$ cat src/rtl/out_req_fifo_pkg.sv
// Shared definitions for the outgoing request FIFO: flit control encodings,
// output FSM state encodings and default build parameters.
package out_req_fifo_pkg;

  // Flit type carried alongside every payload word
  localparam logic [1:0] CTRL_ILLEGAL = 2'b00;
  localparam logic [1:0] CTRL_HEAD    = 2'b01;
  localparam logic [1:0] CTRL_BODY    = 2'b10;
  localparam logic [1:0] CTRL_TAIL    = 2'b11;

  // Output FSM states
  localparam logic [0:0] ST_IDLE = 1'b0;
  localparam logic [0:0] ST_SEND = 1'b1;

  // Default build parameters
  localparam int DEFAULT_FLIT_W     = 16;
  localparam int DEFAULT_DEPTH      = 16;
  localparam int DEFAULT_RDY_THRESH = 11;

  // A flit type of 00 never describes a real flit
  function automatic logic isLegalCtrl(input logic [1:0] ctrl);
    return ctrl != CTRL_ILLEGAL;
  endfunction

endpackage

$ cat src/rtl/out_req_fifo_if.sv
// Handshake bundle between the upload datapath, the request FIFO and the ring.
// The master side is the upload logic plus the ring; the slave side is the FIFO.
interface out_req_fifo_if #(
  parameter int FLIT_W = 16
);

  logic              v_flit_in;
  logic [FLIT_W-1:0] flit_in;
  logic [1:0]        ctrl_in;
  logic              out_req_fifo_rdy;
  logic              v_flit_out;
  logic [FLIT_W-1:0] flit_out;
  logic [1:0]        ctrl_out;
  logic              ring_rdy_in;
  logic              fsm_state;
  logic              err_ovf;

  modport master (
    output v_flit_in, flit_in, ctrl_in, ring_rdy_in,
    input  out_req_fifo_rdy, v_flit_out, flit_out, ctrl_out, fsm_state, err_ovf
  );

  modport slave (
    input  v_flit_in, flit_in, ctrl_in, ring_rdy_in,
    output out_req_fifo_rdy, v_flit_out, flit_out, ctrl_out, fsm_state, err_ovf
  );

endinterface

$ cat src/rtl/out_req_fifo_mem.sv
// Flit storage for the request FIFO: a register array with one synchronous
// write port and one asynchronous (show-ahead) read port. Not reset.
module out_req_fifo_mem #(
  parameter int DEPTH   = 16,
  parameter int ENTRY_W = 18,
  parameter int ADDR_W  = $clog2(DEPTH)
) (
  input  logic               clk,
  input  logic               wr_en_i,
  input  logic [ADDR_W-1:0]  wr_addr_i,
  input  logic [ENTRY_W-1:0] wr_data_i,
  input  logic [ADDR_W-1:0]  rd_addr_i,
  output logic [ENTRY_W-1:0] rd_data_o
);

  logic [ENTRY_W-1:0] memArray [DEPTH];

  // Store an accepted flit at the write pointer
  always_ff @(posedge clk) begin
    if (wr_en_i) begin
      memArray[wr_addr_i] <= wr_data_i;
    end
  end

  assign rd_data_o = memArray[rd_addr_i];

endmodule

$ cat src/rtl/out_req_fifo.sv
// Outgoing request FIFO between the upload FSM and the ring. Buffers typed
// flits, presents the oldest flit show-ahead and tracks packet framing with a
// small IDLE/SEND FSM. Define OUT_REQ_FIFO_STORE_FWD_EN for store-and-forward
// mode (a packet is offered to the ring only once its tail is buffered);
// otherwise the FIFO runs cut-through.
module out_req_fifo
  import out_req_fifo_pkg::*;
#(
  parameter int DEPTH      = DEFAULT_DEPTH,
  parameter int FLIT_W     = DEFAULT_FLIT_W,
  parameter int RDY_THRESH = DEFAULT_RDY_THRESH
) (
  input logic         clk,
  input logic         rst,
  out_req_fifo_if.slave bus
);

  localparam int PTR_W = $clog2(DEPTH);
  localparam int CNT_W = PTR_W + 1;
  localparam logic [CNT_W-1:0] DEPTH_C  = CNT_W'(DEPTH);
  localparam logic [CNT_W-1:0] THRESH_C = CNT_W'(RDY_THRESH);

  logic [PTR_W-1:0]    wrPtr_q, wrPtr_d;
  logic [PTR_W-1:0]    rdPtr_q, rdPtr_d;
  logic [CNT_W-1:0]    count_q, count_d;
  logic [0:0]          state_q, state_d;
  logic                errOvf_q, errOvf_d;
  logic [FLIT_W+1:0]   rdEntry;
  logic [1:0]          headCtrl;
  logic                vOut;
  logic                pushAcc;
  logic                pushDrop;
  logic                popFire;
  logic [CNT_W-1:0]    freeCnt;

  out_req_fifo_mem #(
    .DEPTH   (DEPTH),
    .ENTRY_W (FLIT_W + 2),
    .ADDR_W  (PTR_W)
  ) u_mem (
    .clk       (clk),
    .wr_en_i   (pushAcc),
    .wr_addr_i (wrPtr_q),
    .wr_data_i ({bus.ctrl_in, bus.flit_in}),
    .rd_addr_i (rdPtr_q),
    .rd_data_o (rdEntry)
  );

  assign headCtrl = rdEntry[FLIT_W+1:FLIT_W];

`ifdef OUT_REQ_FIFO_STORE_FWD_EN
  logic [CNT_W-1:0] pktCnt_q, pktCnt_d;
  logic             tailPush;
  logic             tailPop;

  assign tailPush = pushAcc && (bus.ctrl_in == CTRL_TAIL);
  assign tailPop  = popFire && (headCtrl == CTRL_TAIL);

  // Count complete packets held in the buffer, one per stored tail flit
  always_comb begin
    pktCnt_d = pktCnt_q;
    case ({tailPush, tailPop})
      2'b10:   pktCnt_d = pktCnt_q + CNT_W'(1);
      2'b01:   pktCnt_d = pktCnt_q - CNT_W'(1);
      default: pktCnt_d = pktCnt_q;
    endcase
  end

  // Packet counter register
  always_ff @(posedge clk or negedge rst) begin
    if (!rst) begin
      pktCnt_q <= '0;
    end else begin
      pktCnt_q <= pktCnt_d;
    end
  end

  // Idle: wait for a whole packet; mid-packet: keep streaming what is there
  always_comb begin
    if (state_q == ST_SEND) begin
      vOut = (count_q != '0);
    end else begin
      vOut = (pktCnt_q != '0);
    end
  end
`else
  // Cut-through: offer any buffered flit regardless of packet state
  always_comb begin
    vOut = (count_q != '0);
  end
`endif

  assign popFire  = vOut && bus.ring_rdy_in;
  assign pushAcc  = bus.v_flit_in && isLegalCtrl(bus.ctrl_in) &&
                    ((count_q < DEPTH_C) || popFire);
  assign pushDrop = bus.v_flit_in && !pushAcc;

  // Next-state for pointers, occupancy, packet FSM and the sticky error flag
  always_comb begin
    wrPtr_d  = pushAcc ? wrPtr_q + PTR_W'(1) : wrPtr_q;
    rdPtr_d  = popFire ? rdPtr_q + PTR_W'(1) : rdPtr_q;
    count_d  = count_q;
    case ({pushAcc, popFire})
      2'b10:   count_d = count_q + CNT_W'(1);
      2'b01:   count_d = count_q - CNT_W'(1);
      default: count_d = count_q;
    endcase
    state_d  = state_q;
    if (popFire) begin
      if ((state_q == ST_IDLE) && (headCtrl == CTRL_HEAD)) begin
        state_d = ST_SEND;
      end else if ((state_q == ST_SEND) && (headCtrl == CTRL_TAIL)) begin
        state_d = ST_IDLE;
      end
    end
    errOvf_d = errOvf_q || pushDrop ||
               (popFire && (state_q == ST_IDLE) && (headCtrl == CTRL_BODY));
  end

  // Main state registers, cleared asynchronously; flit memory is left alone
  always_ff @(posedge clk or negedge rst) begin
    if (!rst) begin
      wrPtr_q  <= '0;
      rdPtr_q  <= '0;
      count_q  <= '0;
      state_q  <= ST_IDLE;
      errOvf_q <= 1'b0;
    end else begin
      wrPtr_q  <= wrPtr_d;
      rdPtr_q  <= rdPtr_d;
      count_q  <= count_d;
      state_q  <= state_d;
      errOvf_q <= errOvf_d;
    end
  end

  assign freeCnt              = DEPTH_C - count_q;
  assign bus.out_req_fifo_rdy = (freeCnt >= THRESH_C);
  assign bus.v_flit_out       = vOut;
  assign bus.flit_out         = rdEntry[FLIT_W-1:0];
  assign bus.ctrl_out         = headCtrl;
  assign bus.fsm_state        = state_q;
  assign bus.err_ovf          = errOvf_q;

endmodule

$ cat src/flat_wrapper.sv
// flat-port wrapper written by rule: the top's interface ports become plain ports
module out_req_fifo_flat import out_req_fifo_pkg::*;
#(
  parameter int DEPTH      = DEFAULT_DEPTH,
  parameter int FLIT_W     = DEFAULT_FLIT_W,
  parameter int RDY_THRESH = DEFAULT_RDY_THRESH
)
  (clk, rst, bus_v_flit_in, bus_flit_in, bus_ctrl_in, bus_ring_rdy_in, bus_out_req_fifo_rdy, bus_v_flit_out, bus_flit_out, bus_ctrl_out, bus_fsm_state, bus_err_ovf);
  out_req_fifo_if #(.FLIT_W(FLIT_W)) bus_i ();
  input logic clk;
  input logic rst;
  input wire logic [$bits(bus_i.v_flit_in)-1:0] bus_v_flit_in;
  input wire logic [$bits(bus_i.flit_in)-1:0] bus_flit_in;
  input wire logic [$bits(bus_i.ctrl_in)-1:0] bus_ctrl_in;
  input wire logic [$bits(bus_i.ring_rdy_in)-1:0] bus_ring_rdy_in;
  output wire logic [$bits(bus_i.out_req_fifo_rdy)-1:0] bus_out_req_fifo_rdy;
  output wire logic [$bits(bus_i.v_flit_out)-1:0] bus_v_flit_out;
  output wire logic [$bits(bus_i.flit_out)-1:0] bus_flit_out;
  output wire logic [$bits(bus_i.ctrl_out)-1:0] bus_ctrl_out;
  output wire logic [$bits(bus_i.fsm_state)-1:0] bus_fsm_state;
  output wire logic [$bits(bus_i.err_ovf)-1:0] bus_err_ovf;
  assign bus_i.v_flit_in = bus_v_flit_in;
  assign bus_i.flit_in = bus_flit_in;
  assign bus_i.ctrl_in = bus_ctrl_in;
  assign bus_i.ring_rdy_in = bus_ring_rdy_in;
  assign bus_out_req_fifo_rdy = bus_i.out_req_fifo_rdy;
  assign bus_v_flit_out = bus_i.v_flit_out;
  assign bus_flit_out = bus_i.flit_out;
  assign bus_ctrl_out = bus_i.ctrl_out;
  assign bus_fsm_state = bus_i.fsm_state;
  assign bus_err_ovf = bus_i.err_ovf;
  out_req_fifo #(.DEPTH(DEPTH), .FLIT_W(FLIT_W), .RDY_THRESH(RDY_THRESH)) u_core (.clk(clk), .rst(rst), .bus(bus_i));
endmodule
$ cat config.mk
export PLATFORM = sky130hd
export DESIGN_NAME = out_req_fifo_flat
export DESIGN_NICKNAME = d
export VERILOG_FILES = /design/src/rtl/out_req_fifo_pkg.sv /design/src/rtl/out_req_fifo_if.sv /design/src/rtl/out_req_fifo_mem.sv /design/src/rtl/out_req_fifo.sv /design/src/flat_wrapper.sv
export SDC_FILE = /design/constraint.sdc
export NUM_CORES = 1
export LEC_CHECK = 0
export BUFFER_PORTS_ARGS = -buffer_cell sky130_fd_sc_hd__buf_2
export CAP_MARGIN = 25
export CORE_MARGIN = 10
export CORE_UTILIZATION = 61
export DETAILED_ROUTE_END_ITERATION = 10
export GPL_TIMING_DRIVEN = 0
export PLACE_DENSITY = 0.82
export SLEW_MARGIN = 40
export SYNTH_ARGS = -nofsm -noshare
export SYNTH_HDL_FRONTEND = slang
export SYNTH_SLANG_ARGS = --single-unit
$ cat constraint.sdc
create_clock -name clk -period 4.2 [get_ports clk]
set_clock_uncertainty 0.1 [all_clocks]
set_input_delay 0.84 -clock clk [delete_from_list [all_inputs] [get_ports clk]]
set_output_delay 0.84 -clock clk [all_outputs]
set_load 0.02 [all_outputs]
==> results.cfg <==
[finish]
area_growth_pct = 12.5
post-route-cell-area_um2 = 13400
antennaDiodeCount = 0
fin_cells = 885
final_nets = 632
drive_gt1_share_pct = 32.6

[critical_path]
timing.rr.start = u_core.count_q[0]
rrSetupSlack_ns = 0.59
path_max_fanout = 10
worstSetupStartpointType = flip-flop
setup.worst_path.end_class = output pin
path_class = reg2out
worstPathArrival_ns = 2.97
rr_endpoint = u_core.u_mem.memArray[2][11]
cp.required_ns = 3.26
r2r_cells = 8

[sta]
drv_slew = 0
fmax_mhz = 256
finalSetupViolCount = 0
hold_ws_ns = 0.103
fin_setup_tns_ns = 0
finalCriticalPeriod_ns = 3.91
maxSlewHeadroom_pct = 43.0
finalHoldViolations = 0
worstMarginPinSlew_ns = 0.856
period_share_pct = 93.1
rsz0062_at_grt = false

[routing]
finalWirelength_um = 25500
drc = 0
vias_per_cell = 6.45
first_pass_iters = 5
postRouteAntennaNets = 0
drt_iter0_drc = 622
vias = 5706
wl_per_cell_um = 28.8

[die]
fp.coreArea_um2 = 19300
die_h_um = 160
start_util_pct = 61.5
dieArea_um2 = 25500
pin_count = 44
die_width_um = 160
rows = 51

[logic_synthesis]
synth_area_um2 = 11900
ys_types = 38
avgSynthCellArea_um2 = 22.7
ys_warn_count = 0
yosysSeqAreaShare_pct = 75.9
synth-main-ff-cell = edfxtp_1
synth_top_area_share_pct = 72.7
ys_top_cells_by_area = edfxtp_1, mux4_2, dfrtp_1
syn-instance-count = 523
yosys_register_bits = 303
synthArstFlopShare_pct = 4.95
yosysTopAreaCell = edfxtp_1
synth_edf_count = 288
synth_nets = 558

[power_and_ir_drop]
intPower_w = 0.00631
ir_worst_vdd_mv = 0.438
pwr-share-seq_pct = 40.7
power_frac_comb_pct = 31.6
switching_power_w = 0.00279
powerDensity_nw_per_um2 = 680
p_leak_nw = 4.42
swShare_pct = 30.6
clock_power_share_pct = 27.6

[hold_path]
hp-class = in2async

[clock_network]
numCtsBuffers = 29
cts_sinks = 303
cts.clk_slew.worst_paths_ns = 0.06
cts_htree_levels = 1
clockBufferDepth = 3
clk_latency_ns = 0.54
cts_root_buf = clkbuf_16
cts_hold_buf = 0
cts.repair.resized = 0
cts_tree = built
cts_setup_buffers = 0

[placed_design]
dpl_cell_area_um2 = 12500
hpwlAfterDp_um = 14400
place_congestion = 0.785
port_buffers = 43
place_inst = 831

[global_route]
grt_overflow = 0
grt_pass1_vias = 6192
grt.total_usage_pct = 20.2
grt_pass1_wl_um = 38700
grt_max_degree = 19
antenna_found_initial = 0

[run]
drv_cap = 0

[run_status]
outcome = completed
flip-flops by register name (all words and copies together), names as in the netlist:
signal and cells:
u_core.u_mem.memArray 288, u_core.count_q 5, u_core.rdPtr_q 4, u_core.wrPtr_q 4, u_core.bus.err_ovf 1, u_core.bus.fsm_state 1
cell usage after synthesis, drive strengths merged (2+ instances only):
cell and number:
dfrtp 15, ha 12, nor2b 2, a21oi 4, a21o 2, nand2 18
inv 10, nor2 4, and2 8, clkbuf 4, a221oi 2, mux2i 5
xor2 2, mux4 86, edfxtp 288, nand3 2, buf 17, nand4 2
xnor2 9, and3 9, o21ai 8, o21a 2
metrics by stage:
step	utilization [%]	power [W]	setup WS, ns
5_1_grt	69.2	0.00945	0.216
3_3_place_gp	64.3	0.00653	0.561
3_5_place_dp	64.4	0.00665	0.669
4_1_cts	69.2	0.00917	0.222
6_report	69.2	0.00910	0.292
2_1_floorplan	-	0.00579	1.29
layer usage:
metal	vias to the layer above	GRT usage [%]	share of wire [%]
met2	282	34.6	53
met1	3018	25.5	37
li1	2342	-	-
met4	0	7.83	3.3
met3	64	3.01	6.7
met5	-	0	0
kinds of logic after synthesis:
kind of cell | Yosys count | share of synthesized area (%)
flip-flops | 303 | 75.9
multiplexers | 92 | 16.8
AND/OR/NAND/NOR | 49 | 2.14
buffers and inverters | 31 | 1.47
AO/OA/AOI/OAI | 24 | 1.45
adder cells (fa/ha/maj) | 13 | 1.43
XOR/XNOR | 11 | 0.810
critical path, stage by stage (launching register included):
cell and delay, ns:
dfrtp_1 0.39, buf_2 0.23, clkbuf_1 0.67, mux4_2 0.44
mux4_2 0.51, buf_2 0.19
cell usage in the layout (no fill, tap or decap), types with 3 or more instances in the layout:
cell,n
nand2_1,18
o21ai_0,7
inv_1,9
buf_1,3
ha_1,12
clkbuf_1,13
nor2_1,4
and2_2,8
edfxtp_1,288
clkbuf_8,3
xnor2_1,9
and3_2,8
a21oi_1,4
buf_2,48
dfrtp_1,15
clkinv_1,6
clkbuf_16,29
mux2i_1,5
buf_6,7
mux4_2,86
area by class of cell:
type	instances	area, um2
sequential	303	9020
fill	1155	5960
multi-input combinational	189	2710
clock buffer	41	801
tap	265	332
timing repair buffer	43	215
buffer	21	140
clock inverter	13	118
inverter	10	37.5
how the worst max path moves through the flow:
stage | from | end | slack (ns) | cells past startpoint
final | u_core.rdPtr_q[1] | bus_flit_out[0] | 0.29 | 5
after global routing | u_core.rdPtr_q[1] | bus_flit_out[0] | 0.22 | 5
after CTS | u_core.rdPtr_q[1] | bus_flit_out[0] | 0.22 | 5
after detailed placement | u_core.count_q[0] | u_core.u_mem.memArray[0][11] | 0.67 | 8
after global placement | u_core.count_q[0] | u_core.u_mem.memArray[0][7] | 0.56 | 8
after floorplan | u_core.count_q[0] | u_core.u_mem.memArray[15][0] | 1.29 | 8
power by group through the flow:
stage / logic, W / registers, W / clock network, W
floorplan: 0.00207 / 0.00372 / 0
global placement: 0.00279 / 0.00374 / 0
detailed placement: 0.00289 / 0.00376 / 0
CTS: 0.00292 / 0.00370 / 0.00254
global route: 0.00309 / 0.00372 / 0.00264
finish: 0.00288 / 0.00371 / 0.00252
No activity file was read; power rests on OpenSTA's default activity.
